[config.mk]
export PLATFORM = sky130hd
export DESIGN_NAME = scemi_outpipe_xmit
export DESIGN_NICKNAME = d
export VERILOG_FILES = /design/src/rtl/scemi_pipe_pkg.sv /design/src/rtl/scemi_pipe_fifo.sv /design/src/rtl/scemi_outpipe_xmit.sv
export SDC_FILE = /design/constraint.sdc
export NUM_CORES = 1
export LEC_CHECK = 0
export ABC_AREA = 0
export CORE_MARGIN = 2
export CORE_UTILIZATION = 50
export CTS_BUF_LIST = sky130_fd_sc_hd__clkbuf_16
export CTS_CLUSTER_DIAMETER = 50
export DETAILED_ROUTE_END_ITERATION = 8
export PLACE_DENSITY_LB_ADDON = 0.1
export SYNTH_ARGS = -nofsm -noshare
export SYNTH_HDL_FRONTEND = slang
export SYNTH_HIERARCHICAL = 1
export SYNTH_SLANG_ARGS = --single-unit
[constraint.sdc]
create_clock -name CLK -period 5.2 [get_ports CLK]
set_input_delay 1.04 -clock CLK [delete_from_list [all_inputs] [get_ports CLK]]
set_output_delay 1.04 -clock CLK [all_outputs]
set_load 0.01 [all_outputs]
[src/rtl/scemi_pipe_pkg.sv]
// Shared definitions for SCE-MI output pipes: header beat layout, FSM states, message cost.
// Latency: n/a (declarations only).
// Backpressure: n/a.
package scemi_pipe_pkg;

  localparam int HDR_W  = 32;  // link beat / header width
  localparam int CRED_W = 17;  // credit counter width (saturating)

  // Header beat: [31:24] pipe id, [23] end-of-message, [22:8] zero, [7:0] element count
  localparam int HDR_ID_LSB  = 24;
  localparam int HDR_EOM_BIT = 23;
  localparam int HDR_CNT_LSB = 0;

  typedef struct packed {
    logic [7:0]  pipe_id;
    logic        eom;
    logic [14:0] rsvd;
    logic [7:0]  count;
  } hdr_t;

  typedef enum logic [1:0] {
    ST_IDLE = 2'd0,
    ST_HDR  = 2'd1,
    ST_DATA = 2'd2
  } xmit_state_t;

  // Beats consumed by one message: the header plus every payload beat.
  function automatic logic [31:0] msg_cost(input logic [7:0] count, input int bpe);
    return 32'(1 + int'(count) * bpe);
  endfunction

  // Pointer width for a FIFO of the given depth (at least one bit).
  function automatic int ptr_w(input int depth);
    return (depth > 1) ? $clog2(depth) : 1;
  endfunction

endpackage

[src/rtl/scemi_pipe_fifo.sv]
// Synchronous WIDTH x DEPTH FIFO with registered occupancy; head word visible on rd_data.
// Latency: a write is visible in occ and at the head one cycle after it is accepted.
// Backpressure: full_n follows registered occ; writes while full are dropped, reads while empty ignored.
//
// Ports: CLK/RST clock and async active-high reset; enq/wr_data write side;
//        deq/rd_data read side (head word); occ entry count; full_n not-full flag.
module scemi_pipe_fifo
  import scemi_pipe_pkg::*;
#(
  parameter int WIDTH = 32,
  parameter int DEPTH = 16
) (
  input  logic                  CLK,
  input  logic                  RST,
  input  logic                  enq,
  input  logic [WIDTH-1:0]      wr_data,
  input  logic                  deq,
  output logic [WIDTH-1:0]      rd_data,
  output logic [ptr_w(DEPTH):0] occ,
  output logic                  full_n
);

  localparam int PW = ptr_w(DEPTH);

  logic [WIDTH-1:0] mem [DEPTH];
  logic [PW-1:0]    wr_ptr;
  logic [PW-1:0]    rd_ptr;
  logic             do_enq;
  logic             do_deq;

  assign full_n  = (occ != (PW+1)'(DEPTH));
  assign do_enq  = enq && full_n;
  assign do_deq  = deq && (occ != '0);
  assign rd_data = mem[rd_ptr];

  // Storage needs no reset: only entries covered by occ are ever read.
  always_ff @(posedge CLK) begin
    if (do_enq) mem[wr_ptr] <= wr_data;
  end

  always_ff @(posedge CLK or posedge RST) begin
    if (RST) begin
      wr_ptr <= '0;
      rd_ptr <= '0;
      occ    <= '0;
    end else begin
      if (do_enq) wr_ptr <= (wr_ptr == PW'(DEPTH - 1)) ? '0 : wr_ptr + 1'b1;
      if (do_deq) rd_ptr <= (rd_ptr == PW'(DEPTH - 1)) ? '0 : rd_ptr + 1'b1;
      case ({do_enq, do_deq})
        2'b10:   occ <= occ + 1'b1;
        2'b01:   occ <= occ - 1'b1;
        default: occ <= occ;
      endcase
    end
  end

endmodule

[src/rtl/scemi_outpipe_xmit.sv]
// SCE-MI output pipe producer: buffers DUT elements and frames them as header + payload beats on the link.
// Latency: element enqueued at t is in occ at t+1; earliest header beat at t+2.
// Backpressure: FULL_N throttles the DUT; beats held stable until BEAT_READY; launches gated by host credits.
//
// Ports: CLK, RST (async active-high); ENQ/D_IN/FULL_N element input; FLUSH end-of-message request;
//        CREDIT_VLD/CREDIT_AMT host beat grants; BEAT_VALID/BEAT_DATA/BEAT_READY 32-bit link output.
module scemi_outpipe_xmit
  import scemi_pipe_pkg::*;
#(
  parameter int         WIDTH     = 32,
  parameter int         DEPTH     = 16,
  parameter int         MAX_BURST = 8,
  parameter logic [7:0] PIPE_ID   = 8'd0
) (
  input  logic             CLK,
  input  logic             RST,
  input  logic             ENQ,
  input  logic [WIDTH-1:0] D_IN,
  output logic             FULL_N,
  input  logic             FLUSH,
  input  logic             CREDIT_VLD,
  input  logic [15:0]      CREDIT_AMT,
  output logic             BEAT_VALID,
  output logic [31:0]      BEAT_DATA,
  input  logic             BEAT_READY
);

  localparam int         BPE      = (WIDTH + HDR_W - 1) / HDR_W;
  localparam int         PAD_W    = BPE * HDR_W;
  localparam int         BIW      = (BPE > 1) ? $clog2(BPE) : 1;
  localparam int         OCC_W    = ptr_w(DEPTH) + 1;
  localparam logic [31:0] MB32     = 32'(MAX_BURST);
  localparam logic [31:0] CRED_MAX = 32'((1 << CRED_W) - 1);

  xmit_state_t       st;
  xmit_state_t       st_n;
  logic [CRED_W-1:0] credits;
  logic [CRED_W-1:0] credits_n;
  logic              flush_pend;
  logic              msg_eom;
  logic [7:0]        msg_cnt;
  logic [7:0]        elem_cnt;
  logic [BIW-1:0]    beat_idx;

  logic [OCC_W-1:0]  occ;
  logic [WIDTH-1:0]  head;
  logic [PAD_W-1:0]  head_pad;
  logic [31:0]       occ32;
  logic [31:0]       cost;
  logic [31:0]       avail;
  logic [31:0]       cred_sum;
  logic              trig;
  logic              launch;
  logic              launch_eom;
  logic [7:0]        launch_cnt;
  logic              last_beat;
  logic              elem_done;
  logic              msg_done;
  hdr_t              hdr;

  scemi_pipe_fifo #(
    .WIDTH (WIDTH),
    .DEPTH (DEPTH)
  ) u_fifo (
    .CLK     (CLK),
    .RST     (RST),
    .enq     (ENQ),
    .wr_data (D_IN),
    .deq     (elem_done),
    .rd_data (head),
    .occ     (occ),
    .full_n  (FULL_N)
  );

  // Launch decision. A grant arriving this cycle counts towards the check so the
  // header can follow the grant by one cycle; the whole message cost is reserved
  // at launch, so once started a message never waits on credit.
  always_comb begin
    occ32      = 32'(occ);
    trig       = (occ32 >= MB32) || flush_pend;
    launch_cnt = (occ32 >= MB32) ? 8'(MAX_BURST) : 8'(occ);
    launch_eom = flush_pend && (occ32 <= MB32);
    cost       = msg_cost(launch_cnt, BPE);
    avail      = 32'(credits) + (CREDIT_VLD ? 32'(CREDIT_AMT) : 32'd0);
    launch     = (st == ST_IDLE) && trig && (avail >= cost);
    cred_sum   = avail - (launch ? cost : 32'd0);
    credits_n  = (cred_sum > CRED_MAX) ? CRED_MAX[CRED_W-1:0] : cred_sum[CRED_W-1:0];
  end

  always_comb begin
    hdr         = '0;
    hdr.pipe_id = PIPE_ID;
    hdr.eom     = msg_eom;
    hdr.count   = msg_cnt;
    head_pad               = '0;
    head_pad[WIDTH-1:0]    = head;
  end

  assign last_beat = (beat_idx == BIW'(BPE - 1));
  assign elem_done = (st == ST_DATA) && BEAT_READY && last_beat;
  assign msg_done  = elem_done && (elem_cnt == msg_cnt - 8'd1);

  always_ff @(posedge CLK or posedge RST) begin
    if (RST) st <= ST_IDLE;
    else     st <= st_n;
  end

  always_comb begin
    st_n       = st;
    BEAT_VALID = 1'b0;
    BEAT_DATA  = '0;
    case (st)
      ST_IDLE: begin
        if (launch) st_n = ST_HDR;
      end
      ST_HDR: begin
        BEAT_VALID = 1'b1;
        BEAT_DATA  = hdr;
        if (BEAT_READY) st_n = (msg_cnt == 8'd0) ? ST_IDLE : ST_DATA;
      end
      ST_DATA: begin
        // Least-significant word of the head element first; the head only
        // advances after its last beat transfers, so data holds while stalled.
        BEAT_VALID = 1'b1;
        BEAT_DATA  = head_pad[HDR_W*int'(beat_idx) +: HDR_W];
        if (msg_done) st_n = ST_IDLE;
      end
      default: st_n = ST_IDLE;
    endcase
  end

  always_ff @(posedge CLK or posedge RST) begin
    if (RST) begin
      credits    <= '0;
      flush_pend <= 1'b0;
      msg_cnt    <= '0;
      msg_eom    <= 1'b0;
      elem_cnt   <= '0;
      beat_idx   <= '0;
    end else begin
      credits <= credits_n;
      // A flush that cannot be fully honoured by this launch (more than a burst
      // buffered) stays pending; a new pulse always wins over the clear.
      flush_pend <= (flush_pend && !(launch && launch_eom)) || FLUSH;
      if (launch) begin
        msg_cnt  <= launch_cnt;
        msg_eom  <= launch_eom;
        elem_cnt <= '0;
        beat_idx <= '0;
      end else if ((st == ST_DATA) && BEAT_READY) begin
        if (last_beat) begin
          beat_idx <= '0;
          elem_cnt <= elem_cnt + 8'd1;
        end else begin
          beat_idx <= beat_idx + 1'b1;
        end
      end
    end
  end

endmodule

==> results.md <==
| Parameter | Reported |
|---|---|
| Synthesized instance count | 1295 |
| Final net count | 1627 |
| Worst clock skew | 25.1 ps |
| Area of the die | 0.0489 mm² |
| Signed area change from the synthesized netlist to the final layout | 20.2% |
| Fraction of synthesized cell area taken by the top area cell type | 65.2% |
| All-layer global routing usage | 22.1% |
| EDFF count, synth | 512 |
| Clock slew seen by the registers of the worst setup and hold paths | 60 ps |
| Crit path required time | 5690 ps |
| Nature of the critical path endpoint | flop |
| Grt total ovfl | 0 |
| Worst setup SP type | input pin |
| Post-detailed-route DRC marker count | 0 |
| Cell type with the highest occurrence count on the critical path | o31a_1 |
| Peak supply drop | 302 µV |
| Number of buffers added to fix hold violations after cts | 0 |
| Final worst path period share | 102% |
| Global-route wire length before repair | 81.0 mm |
| Power per unit of standard cell area | 556 mW/mm² |
| Buffers & Inverters on Critical Path | 4 |
| Setup WS post-layout | -87.1 ps |
| Count of vias placed by the detailed router | 12699 |
| Post-synth cell types | 77 |
| Routability cong. | 0.814 |
| Simple logic cell fraction of the synthesized area | 5.48% |
| Fin. Hold Viols | 0 |
| Class of the tightest hold or removal check | reg2reg |
| Number of pins with negative max-slew slack in the final report | 0 |
| Violated checks | negative setup slack |
| Post-route antenna net violation count | 0 |
| Placement row count | 79 |
| Area contributors post-synth | edfxtp_1 65%, mux4_2 12%, dfrtp_1 5.0%, ha_1 2.3%, a22oi_1 2.3% |
| Clk Latency, worst-skew pair | 630 ps |
| Synth Area in Adders | 2.54% |
| Placed Instances | 2053 |
| Max incr delay on CP | 400 ps |
| Minimum hold slack | 523 ps |
| Chip width | 221 µm |
| XOR/XNOR Fraction of Synth Area | 1.41% |
| Synthesized area | 0.0236 mm² |
| Ys async rst share | 8.41% |
| Number of global-route vias before repair | 13291 |
| Number of vias per cell after detailed routing | 5.81 |
| Die span in y | 221 µm |
| Yosys synthesis warning count | 6 |
| Total Routed Length | 53.4 mm |
| Highest attainable clock frequency | 189 MHz |
| Pin count of the biggest net entering global routing | 58 |
| Initial antenna violation count | 2 |
| Endpoint arrival time on the critical path | 5770 ps |
| Number of buffers between clock root and the deepest sink | 3 |
| Initial core utilization | 50.6% |
| Setup repair after global routing missed its margin | yes |
| Largest family of logic cells by synthesized area | multiplexers |
| Depth of the CTS H-tree | 2 |
| Slowest cell on the critical path | fa_2 |
| Count of input and output buffers | 87 |
| Root cell of the clock tree | clkbuf_16 |
| Worst slew slack as a fraction of its limit | 35.9% |
| Initial DRC count | 1171 |
| Final critical delay including setup and external delays | 5290 ps |
| Run status | complete, but fails checks |
| Final non-filler cell total | 2184 |
| Ports placed on the boundary | 88 |
| Slew @ Worst Pin | 961 ps |
| Setup-violating endpoint count in the final report | 9 |
| Multiplexer share of the synthesized area | 12.7% |
| Core area | 0.0466 mm² |
| Library cell occupying the most area in the post-synthesis netlist | edfxtp_1 |
| Max-cap violations | 0 |
| Total clock buffers created by CTS | 59 |
| Num Clock Sinks | 559 |
| DP HPWL | 31.9 mm |
| CP top delay family | simple AND/OR/NAND/NOR gates |
| CTS tree | done |
| Fraction of the yosys area taken by sequential cells | 70.2% |
| Average detailed-routed wire length per instance | 24.5 µm |
| Total leakage power | 9.82 nW |
| Compound-Gate Fraction of Synth Area | 5.88% |
| Critical Path Fanout Max | 5 |
| Predominant post-synthesis flop cell | edfxtp_1 |
| Type of the worst setup path | in2reg |
| Share of final-layout standard cells stronger than drive strength 1 | 28.8% |
| Average instance area after synthesis | 18.2 µm² |
| Flip-flop and latch count after synthesis | 559 |
| 1st-pass router iterations | 4 |
## sequential cells by signal, indices dropped and copies added, names as in the netlist
| signal | count |
|---|---|
| u_fifo/mem | 512 |
| st | 2 |
| elem_cnt | 8 |
| credits | 17 |
| u_fifo/wr_ptr | 4 |
| msg_eom | 1 |
| flush_pend | 1 |
| u_fifo/occ | 5 |
| msg_cnt | 5 |
| u_fifo/rd_ptr | 4 |
## kinds of logic (layout without fill, tap and decap cells)
group,count (synthesis),in the layout
AO/OA/AOI/OAI,187,187
XOR/XNOR,38,38
adder cells (fa/ha/maj),46,46
buffers and inverters,84,361
flip-flops,559,559
multiplexers,139,139
other,1,6
AND/OR/NAND/NOR,241,241
## final cells by class
| type | instances | area, µm² |
|---|---|---|
| fillers | 3388 | 18200 |
| flip-flops and latches | 559 | 16600 |
| multi-input cells | 655 | 7060 |
| repair buffers | 229 | 2030 |
| clock buffers | 59 | 1480 |
| well taps | 607 | 759 |
| clock inverters | 50 | 382 |
| inverters | 23 | 86.3 |
| diodes | 2 | 5.00 |
## metal layers
layer / vias up / track usage (%) / wire, µm / part of all wire, %
met5: - / 0 / 0 / 0
met4: 0 / 5.82 / 820 / 1.5
li1: 5695 / - / - / -
met2: 299 / 38.0 / 27300 / 51
met1: 6646 / 29.8 / 22800 / 43
met3: 59 / 3.12 / 2460 / 4.6
## cells in the mapped netlist, drive strengths merged (4+ instances only)
| cell | n |
|---|---|
| nor2 | 22 |
| ha | 43 |
| or3 | 4 |
| o211ai | 8 |
| and3 | 34 |
| xnor2 | 20 |
| nand2b | 5 |
| nor2b | 12 |
| dfrtp | 47 |
| clkbuf | 31 |
| a21oi | 19 |
| a22oi | 71 |
| buf | 30 |
| a211oi | 9 |
| o31a | 4 |
| edfxtp | 512 |
| mux4 | 128 |
| inv | 23 |
| mux2i | 8 |
| nor3 | 10 |
| nand3 | 10 |
| and2 | 41 |
| and4 | 4 |
| o21ai | 25 |
| a21o | 12 |
| nand2 | 76 |
| or2 | 4 |
| o21a | 10 |
| xor2 | 18 |
| nor3b | 5 |
## where the power goes
part	switching [W]	internal (W)	leakage, nW
sequential	0.000317	0.00546	5.20
clock	0.00174	0.00223	0.939
combinational	0.00301	0.00300	3.69
## through the flow
stage               power (W)  instance area [µm²]  worst slack (ps)  setup TNS [ps]  utilization [%]
floorplan             0.00944                23700              -764          -12100                -
global placement       0.0115                26000             -1140          -18780             55.9
detailed placement     0.0115                26000             -1210          -19840             55.9
CTS                    0.0158                28200             -68.8            -741             60.7
global route           0.0166                28400              -293           -4030             60.9
finish                 0.0158                28400             -87.1            -673             60.9
## worst paths after layout
kind	startpoint	endpoint	slack [ps]	cells past startpoint
worst max-delay path	CREDIT_AMT[1]	credits[9]	-90	25
worst min-delay path	flush_pend	flush_pend	520	1
worst max register to register	credits[0]	credits[9]	160	24
worst min register to register	flush_pend	flush_pend	520	1
max in group asynchronous	RST	u_fifo/rd_ptr[1]	3910	2
min in group asynchronous	RST	u_fifo/rd_ptr[2]	850	2
## worst reg2reg max path, cell delays in order (launching register included)
cell	delay (ps)
dfrtp_1	410
ha_4	180
fa_2	380
a21o_1	210
a21oi_2	160
xnor2_2	140
ha_1	250
o211a_1	110
a211o_1	300
nor4_2	220
and4_4	290
a211oi_4	80
buf_4	180
nand2_4	70
ha_4	190
nor2b_4	120
o31a_1	260
o31a_1	270
nor3_2	140
nor4b_4	270
nand4_1	180
mux2i_4	200
buf_6	150
buf_12	110
nand3b_1	70
## cell usage in the layout (no fill, tap or decap), types with 12 or more instances in the layout
cell             Yosys  routed
nand2_1             76      64
and3_1              33      33
edfxtp_1           512     512
clkbuf_16            0      59
mux4_2             128     128
a22oi_1             71      71
clkinv_1             0      15
a21o_1              12      12
ha_1                43      30
inv_1               21      32
a21oi_1             19      16
xor2_1              18      16
and2_2               0      17
ha_4                 0      12
buf_4                2     133
dfrtp_1             47      45
clkdlybuf4s50_1      0      81
xnor2_1             20      17
and2_1              41      19
nor2_1              22      21
o21ai_0             21      15
## timing repair
action	CTS	global route
gates resized for setup	61	17
setup endpoints to repair	17	17
setup buffers	15	5
pin swaps	25	12
cloned	2	0
(Power assumes the default switching activity.)
